==> src/rtl/id_pipe.sv <==
// Instruction-decode stage: combinational decode and operand selection with
// EX/MEM forwarding, feeding a single valid/ready output register.
module id_pipe #(
    parameter bit FWD_EN  = 1'b1,
    parameter int PC_W    = 32,
    parameter bit ZERO_R0 = 1'b1
) (
    input  logic            clk,
    input  logic            reset_n,
    input  logic            in_valid_i,
    output logic            in_ready_o,
    input  logic [PC_W-1:0] pc_i,
    input  logic [31:0]     data_i,
    input  logic            flush_i,
    output logic            reg1_read_o,
    output logic            reg2_read_o,
    output logic [4:0]      reg1_addr_o,
    output logic [4:0]      reg2_addr_o,
    input  logic [31:0]     reg1_data_i,
    input  logic [31:0]     reg2_data_i,
    input  logic            ex_wreg_i,
    input  logic [4:0]      ex_waddr_i,
    input  logic [31:0]     ex_wdata_i,
    input  logic            mem_wreg_i,
    input  logic [4:0]      mem_waddr_i,
    input  logic [31:0]     mem_wdata_i,
    output logic            out_valid_o,
    input  logic            out_ready_i,
    output logic [PC_W-1:0] pc_o,
    output logic [7:0]      aluop_o,
    output logic [2:0]      alusel_o,
    output logic [31:0]     reg1_data_o,
    output logic [31:0]     reg2_data_o,
    output logic            wreg_o,
    output logic [4:0]      waddr_o,
    output logic            ill_o
);

    localparam logic [5:0] OP_SPECIAL = 6'h00;
    localparam logic [5:0] OP_ADDIU   = 6'h09;
    localparam logic [5:0] OP_ANDI    = 6'h0C;
    localparam logic [5:0] OP_ORI     = 6'h0D;
    localparam logic [5:0] OP_XORI    = 6'h0E;
    localparam logic [5:0] OP_LUI     = 6'h0F;

    localparam logic [5:0] FN_SLL  = 6'h00;
    localparam logic [5:0] FN_ADDU = 6'h21;
    localparam logic [5:0] FN_SUBU = 6'h23;
    localparam logic [5:0] FN_AND  = 6'h24;
    localparam logic [5:0] FN_OR   = 6'h25;
    localparam logic [5:0] FN_XOR  = 6'h26;

    typedef enum logic [2:0] {
        SEL_LOGIC = 3'b000,
        SEL_SHIFT = 3'b001,
        SEL_ARITH = 3'b010
    } alusel_e;

    logic [5:0]  w_op, w_funct;
    logic [4:0]  w_rs, w_rt, w_rd, w_sa;
    logic [15:0] w_imm;
    logic        w_legal, w_read1, w_read2, w_wreg, w_capture;
    logic [31:0] w_alt1, w_alt2, w_opnd1, w_opnd2;
    logic [4:0]  w_waddr;
    logic [7:0]  w_aluop;
    alusel_e     w_alusel;

    logic            r_valid;
    logic [PC_W-1:0] r_pc;
    logic [7:0]      r_aluop;
    logic [2:0]      r_alusel;
    logic [31:0]     r_reg1, r_reg2;
    logic            r_wreg;
    logic [4:0]      r_waddr;
    logic            r_ill;

    assign w_op    = data_i[31:26];
    assign w_rs    = data_i[25:21];
    assign w_rt    = data_i[20:16];
    assign w_rd    = data_i[15:11];
    assign w_sa    = data_i[10:6];
    assign w_funct = data_i[5:0];
    assign w_imm   = data_i[15:0];

    always_comb begin
        // NOTE: every output of this block gets a default first so no path infers a latch.
        w_legal  = 1'b0;
        w_read1  = 1'b0;
        w_read2  = 1'b0;
        w_alt1   = '0;
        w_alt2   = '0;
        w_waddr  = '0;
        w_aluop  = '0;
        w_alusel = SEL_LOGIC;
        case (w_op)
            OP_ANDI, OP_ORI, OP_XORI, OP_ADDIU, OP_LUI: begin
                w_legal = 1'b1;
                w_read1 = 1'b1;
                w_waddr = w_rt;
                w_aluop = {2'b00, w_op};
                case (w_op)
                    OP_ADDIU: begin
                        w_alt2   = {{16{w_imm[15]}}, w_imm};
                        w_alusel = SEL_ARITH;
                    end
                    OP_LUI:  w_alt2 = {w_imm, 16'h0000};
                    default: w_alt2 = {16'h0000, w_imm};
                endcase
            end
            OP_SPECIAL: begin
                case (w_funct)
                    FN_AND, FN_OR, FN_XOR: begin
                        w_legal = 1'b1;
                        w_read1 = 1'b1;
                        w_read2 = 1'b1;
                    end
                    FN_ADDU, FN_SUBU: begin
                        w_legal  = 1'b1;
                        w_read1  = 1'b1;
                        w_read2  = 1'b1;
                        w_alusel = SEL_ARITH;
                    end
                    FN_SLL: begin
                        w_legal  = 1'b1;
                        w_read2  = 1'b1;
                        w_alt1   = {27'h0, w_sa};
                        w_alusel = SEL_SHIFT;
                    end
                    default: ;
                endcase
                if (w_legal) begin
                    w_waddr = w_rd;
                    w_aluop = {2'b01, w_funct};
                end
            end
            default: ;
        endcase
    end

    // Register 0 beats EX, which beats MEM, which beats the regfile.
    function automatic logic [31:0] pick_operand(
        input logic [4:0]  addr,
        input logic [31:0] rf_data,
        input logic        ex_we,
        input logic [4:0]  ex_addr,
        input logic [31:0] ex_data,
        input logic        mem_we,
        input logic [4:0]  mem_addr,
        input logic [31:0] mem_data
    );
        if (ZERO_R0 && addr == 5'd0)
            pick_operand = '0;
        else if (FWD_EN && ex_we && ex_addr == addr)
            pick_operand = ex_data;
        else if (FWD_EN && mem_we && mem_addr == addr)
            pick_operand = mem_data;
        else
            pick_operand = rf_data;
    endfunction

    assign w_opnd1 = w_read1 ? pick_operand(w_rs, reg1_data_i, ex_wreg_i, ex_waddr_i, ex_wdata_i,
                                            mem_wreg_i, mem_waddr_i, mem_wdata_i) : w_alt1;
    assign w_opnd2 = w_read2 ? pick_operand(w_rt, reg2_data_i, ex_wreg_i, ex_waddr_i, ex_wdata_i,
                                            mem_wreg_i, mem_waddr_i, mem_wdata_i) : w_alt2;
    assign w_wreg  = w_legal && (w_waddr != 5'd0);

    assign reg1_read_o = w_read1;
    assign reg2_read_o = w_read2;
    assign reg1_addr_o = w_read1 ? w_rs : 5'd0;
    assign reg2_addr_o = w_read2 ? w_rt : 5'd0;

    assign in_ready_o = !r_valid || out_ready_i;
    assign w_capture  = in_valid_i && in_ready_o && !flush_i;

    always_ff @(posedge clk or negedge reset_n) begin
        if (!reset_n) begin
            r_valid  <= 1'b0;
            r_pc     <= '0;
            r_aluop  <= '0;
            r_alusel <= '0;
            r_reg1   <= '0;
            r_reg2   <= '0;
            r_wreg   <= 1'b0;
            r_waddr  <= '0;
            r_ill    <= 1'b0;
        end else begin
            // NOTE: non-blocking assignments so every register samples pre-edge values.
            if (flush_i)
                r_valid <= 1'b0;
            else if (w_capture)
                r_valid <= 1'b1;
            else if (out_ready_i)
                r_valid <= 1'b0;

            if (w_capture) begin
                r_pc     <= pc_i;
                r_aluop  <= w_aluop;
                r_alusel <= w_alusel;
                r_reg1   <= w_opnd1;
                r_reg2   <= w_opnd2;
                r_wreg   <= w_wreg;
                r_waddr  <= w_waddr;
                r_ill    <= !w_legal;
            end
        end
    end

    assign out_valid_o = r_valid;
    assign pc_o        = r_pc;
    assign aluop_o     = r_aluop;
    assign alusel_o    = r_alusel;
    assign reg1_data_o = r_reg1;
    assign reg2_data_o = r_reg2;
    assign wreg_o      = r_wreg;
    assign waddr_o     = r_waddr;
    assign ill_o       = r_ill;

endmodule

==> config.mk <==
export PLATFORM = sky130hd
export DESIGN_NAME = id_pipe
export DESIGN_NICKNAME = d
export VERILOG_FILES = /design/src/rtl/id_pipe.sv
export SDC_FILE = /design/constraint.sdc
export NUM_CORES = 1
export LEC_CHECK = 0
export ABC_CLOCK_PERIOD_IN_PS = 2060
export CAP_MARGIN = 30
export CORE_MARGIN = 4
export CORE_UTILIZATION = 41
export DETAILED_ROUTE_END_ITERATION = 10
export PLACE_DENSITY = 0.82
export RECOVER_POWER = 100
export REMOVE_ABC_BUFFERS = 1
export SYNTH_ARGS = -nofsm -noshare
export SYNTH_HDL_FRONTEND = slang
export SYNTH_SLANG_ARGS = --single-unit
==> constraint.sdc <==
create_clock -name clk -period 2.06 [get_ports clk]
set_input_delay 0.412 -clock clk [delete_from_list [all_inputs] [get_ports clk]]
set_output_delay 0.412 -clock clk [all_outputs]
set_load 0.02 [all_outputs]
==> results of run 1 <==
==> final timing paths <==
check | slack (ps) | depth (start not counted) | endpoint | startpoint
hold / removal | 420 | 4 | reg2_data_o[4]$_DFFE_PN0P_ | data_i[4]
min in group asynchronous | 800 | 3 | waddr_o[1]$_DFFE_PN0P_ | reset_n
setup reg to reg | 150 | 7 | reg2_data_o[13]$_DFFE_PN0P_ | out_valid_o$_DFFE_PN0P_
max in group asynchronous | 350 | 3 | reg2_data_o[2]$_DFFE_PN0P_ | reset_n
setup / recovery | -30 | 6 | reg2_addr_o[3] | data_i[31]
hold reg to reg | 470 | 2 | ill_o$_DFFE_PN0P_ | ill_o$_DFFE_PN0P_
==> flip-flops by register name, indices dropped and copies added, names as in the netlist <==
name and flops:
pc_o 32, waddr_o 5, alusel_o 2, ill_o 1
aluop_o 7, out_valid_o 1, wreg_o 1, reg1_data_o 32
reg2_data_o 32
==> cells by family after synthesis <==
family	count (synthesis)
simple gates	310
compound gates	225
flops	113
buf+inv	78
xor+xnor	20
other cells	1
==> layer usage <==
layer,GRT usage,vias up
li1,-,3577
met1,0.380,3971
met2,0.572,583
met3,0.0973,125
met4,0.184,0
met5,0,-
==> tightest hold or removal path: stages <==
cell and delay [ps]:
buf_6 100, buf_4 120, a21oi_1 60, o22ai_1 100
==> power breakdown <==
part,leakage [uW],internal [uW],switching (uW)
Sequential,0.00146,2440,112
Clock,0.000282,1790,1170
Combinational,0.00352,1060,1090
Total,0.00526,5290,2380
==> layout make-up <==
cell class,count,area share
clock inverter,15,0.0135
antenna,1,0.000210
tap,216,0.0226
clock buffer,17,0.0356
sequential,113,0.237
multi-input combinational,559,0.321
inverter,4,0.00126
timing repair buffer,441,0.369
==> placed cells by master, fill, tap and decap left out, types with 17 or more instances in the layout <==
master / Yosys / routed
a21oi_1: 33 / 32
a221o_1: 34 / 34
a221oi_1: 47 / 34
a32o_1: 27 / 27
and2_1: 35 / 33
buf_12: 0 / 23
buf_4: 7 / 74
clkbuf_16: 0 / 17
clkdlybuf4s50_1: 0 / 181
dfrtp_1: 113 / 113
dlygate4sd3_1: 0 / 115
nand2_1: 145 / 145
nand3b_1: 17 / 17
nor2_1: 41 / 36
nor2b_1: 24 / 23
o21ai_0: 18 / 17
==> repair_timing <==
item,in CTS,in global routing
hold buffers,1,0
gates cloned,2,0
setup buffers,7,3
hold endpoints to repair,3,0
pin swaps,15,9
gates resized for setup,139,33
setup endpoints to repair,85,74
==> through the flow <==
| stage | setup WS, ps | instance area, um^2 |
|---|---|---|
| global placement | -947 | 11000 |
| global route | -61.5 | 11900 |
| finish | -33.0 | 11900 |
| floorplan | -2350 | 6360 |
| CTS | -20.8 | 11800 |
| detailed placement | -1000 | 11000 |
==> metrics.txt, run 1 <==
P&R area growth vs syn 77.8%; top_reg_cell synth dfrtp_1; Final nets roughly 1300; simple-gate area share of the yosys netlist 0.234; Post-synth EDFFs 0; Starting Density 0.421; metal2 WL around 15000 um; Post-Synth Adder-Cell Area 0; synthesized area ~6700 um^2; Arrival @ worst endpoint about 1700 ps; FF+latch count, synth ~110; DRC viols 0; share of flip-flops with an asynchronous set or reset 1.00; RePlAce Congestion between 0.9 and 1; DR top layer met4; Startpoint Class primary input; DR vias between 8000 and 9000; critical path's slowest cell or4_4; first-pass GRT wire length about 47000 um; violated checks negative setup slack; die area about 19000 um^2; Hold WS ~420 ps; Min Clock Period, post-route 2090 ps; Port Buffers around 330; GRT Util Overall 0.337; CP most frequent cell buf_6; clock network latency to the later pin of the worst-skew pair approximately 420 ps; required time worst endpoint approximately 1700 ps; Iter 0 DRT Violations between 700 and 800; Synth Instances between 700 and 800; initial antenna violation count 1; die span in y approximately 140 um; Max Cap Viol 0; count leader, synth nand2_1; Routed Antenna Nets 0; LEAKAGE ~0.0053 uW; Die Span X 136 um; sequential element share of the synthesized area 0.421; ratio of cells with drive above 1 in the final layout 0.179; Seq. cell area between 2000 and 3000 um^2; WL final 32200 um; Site Rows 46; Metal-1 WL about 11000 um; htree depth 4; status complete, but fails checks; Synth area leaders dfrtp_1 (42%), nand2_1 (8.1%), a221oi_1 (6.1%), a221o_1 (5.1%), a32o_1 (4.0%); critical path type primary input to primary output; Non-Filler Instances about 1400; main combinational cell family by area after synthesis compound AO/OA/AOI/OAI gates; Max Freq between 0.4 and 0.5 GHz; Mapped Avg Cell Area roughly 9.0 um^2; critical path's top delay family simple AND/OR/NAND/NOR gates; Core Util, Final 0.749; number of buffers created by CTS 17; PwrDens roughly 640 nW/um^2; Power Total 7660 uW; post-route clock period utilization 1.02; vias per inst 6.04; Worst Max-Slew Pin Slew 1270 ps; Ys Warns 0; Hold WC Path Type primary input to register; post-detail-place hpwl roughly 23000 um; placed cells 1320; Final Hold Viols 0; IO Count approximately 340; Multi-input gate area approximately 3800 um^2; TritonRoute pass-1 iters 5; final worst setup slack -33.0 ps; commonest cells in the netlist nand2_1 (145), dfrtp_1 (113), clkbuf_1 (52); Worst Path Max Fanout 7; multiplexer share of the synthesized area 0; relative slew slack 0.154; VDD IR max ~0.56 mV; dominant cell type by area after synthesis dfrtp_1; Slew Limit Fails 0; total grt overflow 0; met3 routed wirelength between 3000 and 4000 um; vias in the first global route 8363; setup violators final 6; area fraction of the dominant cell type after synthesis 0.421; worst path cell trace buf_8, or4_4, nor2_4, buf_6, and3_4, buf_6; Root Buffer clkbuf_16; fill count 1157; setup tns final -147 ps; Final Skew ~5.4 ps; Routed wire per std cell 23.5 um; Max stage delay on crit path 540 ps; TritonCTS clock tree done; Clk pin slew, worst setup/hold paths 60 ps; clock sinks between 100 and 150; largest net degree at the start of global routing slightly below 70; RSZ-0062 raised after global routing true; CP Capture Type primary output; clock tree buffer depth 2; post-synthesis cell type count 47; Compound-Gate Fraction of Synth Area 0.263; XOR/XNOR Fraction of Synth Area 0.0261; CP Buf/Inv Count 3; Core ar. between 15000 and 20000 um^2
No activity file was read; power rests on OpenSTA's default activity.
==> run 2, diff against run 1 <==
- SLEW_MARGIN: not set -> 20
==> results of run 2 <==
Same layout as run 1: the final DEF is identical, and so are final timing and power.
==> variant, RTL diff (config.mk and constraints of run 1) <==
Change the parameter `FWD_EN` from 1'b1 to 1'b0.
--- a/src/rtl/id_pipe.sv
+++ b/src/rtl/id_pipe.sv
@@ -3,3 +3,3 @@
 module id_pipe #(
-    parameter bit FWD_EN  = 1'b1,
+    parameter bit FWD_EN  = 1'b0,
     parameter int PC_W    = 32,
Function: changed (Yosys sat finds a counterexample within 4 cycles, from zero or initial values and one cycle with reset_n low).
==> variant against run 1 <==
- power decreased by 11%
- non-clock buffer count down 109
- area after synthesis is 27% lower
- design area shrank 27%
- wire length is 41% lower
- worst hold slack worse by 0.026 ns
- setup slack improved by 0.084 ns
- sequential cell count is the same
- critical endpoint unchanged
- largest power group unchanged
- highest routed layer unchanged
==> variant: results (changes against run 1) <==
* Slew @ Worst Pin at 1.010 ns (-0.2586 ns)
* Outcome: complete, no violations
* Number of inserted diodes at 0 (-1)
* Vias post-DR at 5,231 (-37%)
* Leakage power at 4.174 nW (-21%)
* Routed WL per cell at 19.78 um (-16%)
* H-tree levels at 4 (unchanged)
* Clk Latency, worst-skew pair at 0.41 ns
* Clock group power at 0.00292 W (-2%)
* Largest net degree at the start of global routing at 44 (-35%)
* Nets@finish at 1,017 (-24%)
* Layout cells sized above 1 at 0.1720 (-0.007335)
* Clock Path Buffers at 2 (unchanged)
* Worst Skew at 0.007207 ns (+0.001781 ns)
* Logic gate share of total power at 0.201 (-0.079)
* Worst endpoint data arrival time at 1.60 ns (-0.08 ns)
* Drt first pass iters at 5 (unchanged)
* Vias in the first global route at 5,496 (-34%)
* GRT Overall Usage at 0.2729 (-0.06364)
* Top cells by count, synth: nand2_1 (128), dfrtp_1 (113), a21oi_1 (34)
* Worst Setup Slack post-DPL at -0.8757 ns (+0.1252 ns)
* Metal-1 WL at 7591 um (-33%)
* Critical path peak fanout at 8 (+1)
* Post-Syn Area per Cell at 9.934 sq um (+10%)
* First-pass GRT wire length at 29,680 um (-37%)
* GR Util met1 at 0.3344 (-0.04605)
* Reg clk slew, reported paths at 0.05 ns
* Detail Route met3 WL at 1597 um (-55%)
* Area post-placement at 8145 sq um (-26%)
* DR WL met2 at 9450 um (-38%)
* Worst VDD drop at 0.5333 mV (-5.6%)
* Sw Pwr at 0.001822 W (-23%)
* Hpwl dp at 13,990 um (-39%)
* Switching portion of total power at 0.2677 (-0.04230)
* Worst min path class: in -> reg
* Clock root cell: clkbuf_16
* Antenna violations before repair at 0 (-1)
* Library cells used by synthesis at 44 (-6.4%)
* Number of DRC markers in iteration 0 at 330 (-53%)
* GP Congestion at 0.8980 (-4.4%)
* Seq/Total Area, Yosys at 0.5762 (+0.1554)
* CTS Buf Count at 17 (unchanged)
* Asr flop ratio synth at 1.000 (unchanged)
* GRT met3 Usage at 0.08470 (-0.01264)
* Ranking of synthesized cells by area: dfrtp_1 (58%), nand2_1 (9.8%), a22o_1 (4.8%), a21oi_1 (3.5%), nand4_1 (2.8%)
* Post-Route WL at 19,050 um (-41%)
* PortBufs at 258 (-23%)
* Top Layer Used: met4
* M2 GR Usage at 0.4577 (-0.1138)
* DP Cell Count at 927 (-30%)
* Ys Warns at 0 (unchanged)
## variant: cell types whose count changed after synthesis, moves of 17 or more
cell      change
nor2b_1      -21
clkbuf_1     -31
a22o_1       +27
a221o_1      -29
and2_1       -22
nor2_1       -20
nand4_1      +21
a32o_1       -27
nand2_1      -17
a221oi_1     -47
## variant: timing repair
| action | CTS | global route |
|---|---|---|
| hold buffers | 1 | 0 |
| setup buffers | 2 | 2 |
| pin swaps | 6 | 6 |
| endpoints found under the setup margin | 47 | 12 |
| hold endpoints to repair | 32 | 0 |
| gates resized for setup | 103 | 17 |
## variant: path summary, 6_finish.rpt
check	slack, ns	to	depth (start not counted)	start
worst max-delay path	0.05	reg2_addr_o[3]	5	data_i[2]
worst min-delay path	0.39	reg2_data_o[4]	4	data_i[4]
worst max register to register	0.22	pc_o[17]	7	out_valid_o
worst min register to register	0.47	pc_o[18]	2	pc_o[18]
max in group asynchronous	0.55	pc_o[11]	3	reset_n
min in group asynchronous	0.74	reg2_data_o[7]	2	reset_n
## variant: worst max-delay path: stages
cell,delay (ns)
clkdlybuf4s15_1,0.18
or4_4,0.51
o21ai_4,0.14
and3_1,0.19
buf_2,0.16
## variant: cells by family (layout without fill, tap and decap cells)
group | after synthesis | after routing | share of synthesized area
compound gates | 118 | 118 | 0.1673
xor+xnor | 1 | 1 | 0.001785
buf+inv | 40 | 365 | 0.04105
flops | 113 | 113 | 0.5762
other cells | 1 | 2 | 0.0007642
simple gates | 221 | 221 | 0.2129
## variant: layout make-up
| cell class | count | area [sq um] |
|---|---|---|
| repair buffers | 332 | 3173 |
| fillers | 800 | 2836 |
| flip-flops and latches | 113 | 2828 |
| multi-input cells | 342 | 1956 |
| clock buffers | 20 | 446.7 |
| well taps | 143 | 178.9 |
| clock inverters | 11 | 138.9 |
| inverters | 2 | 7.507 |
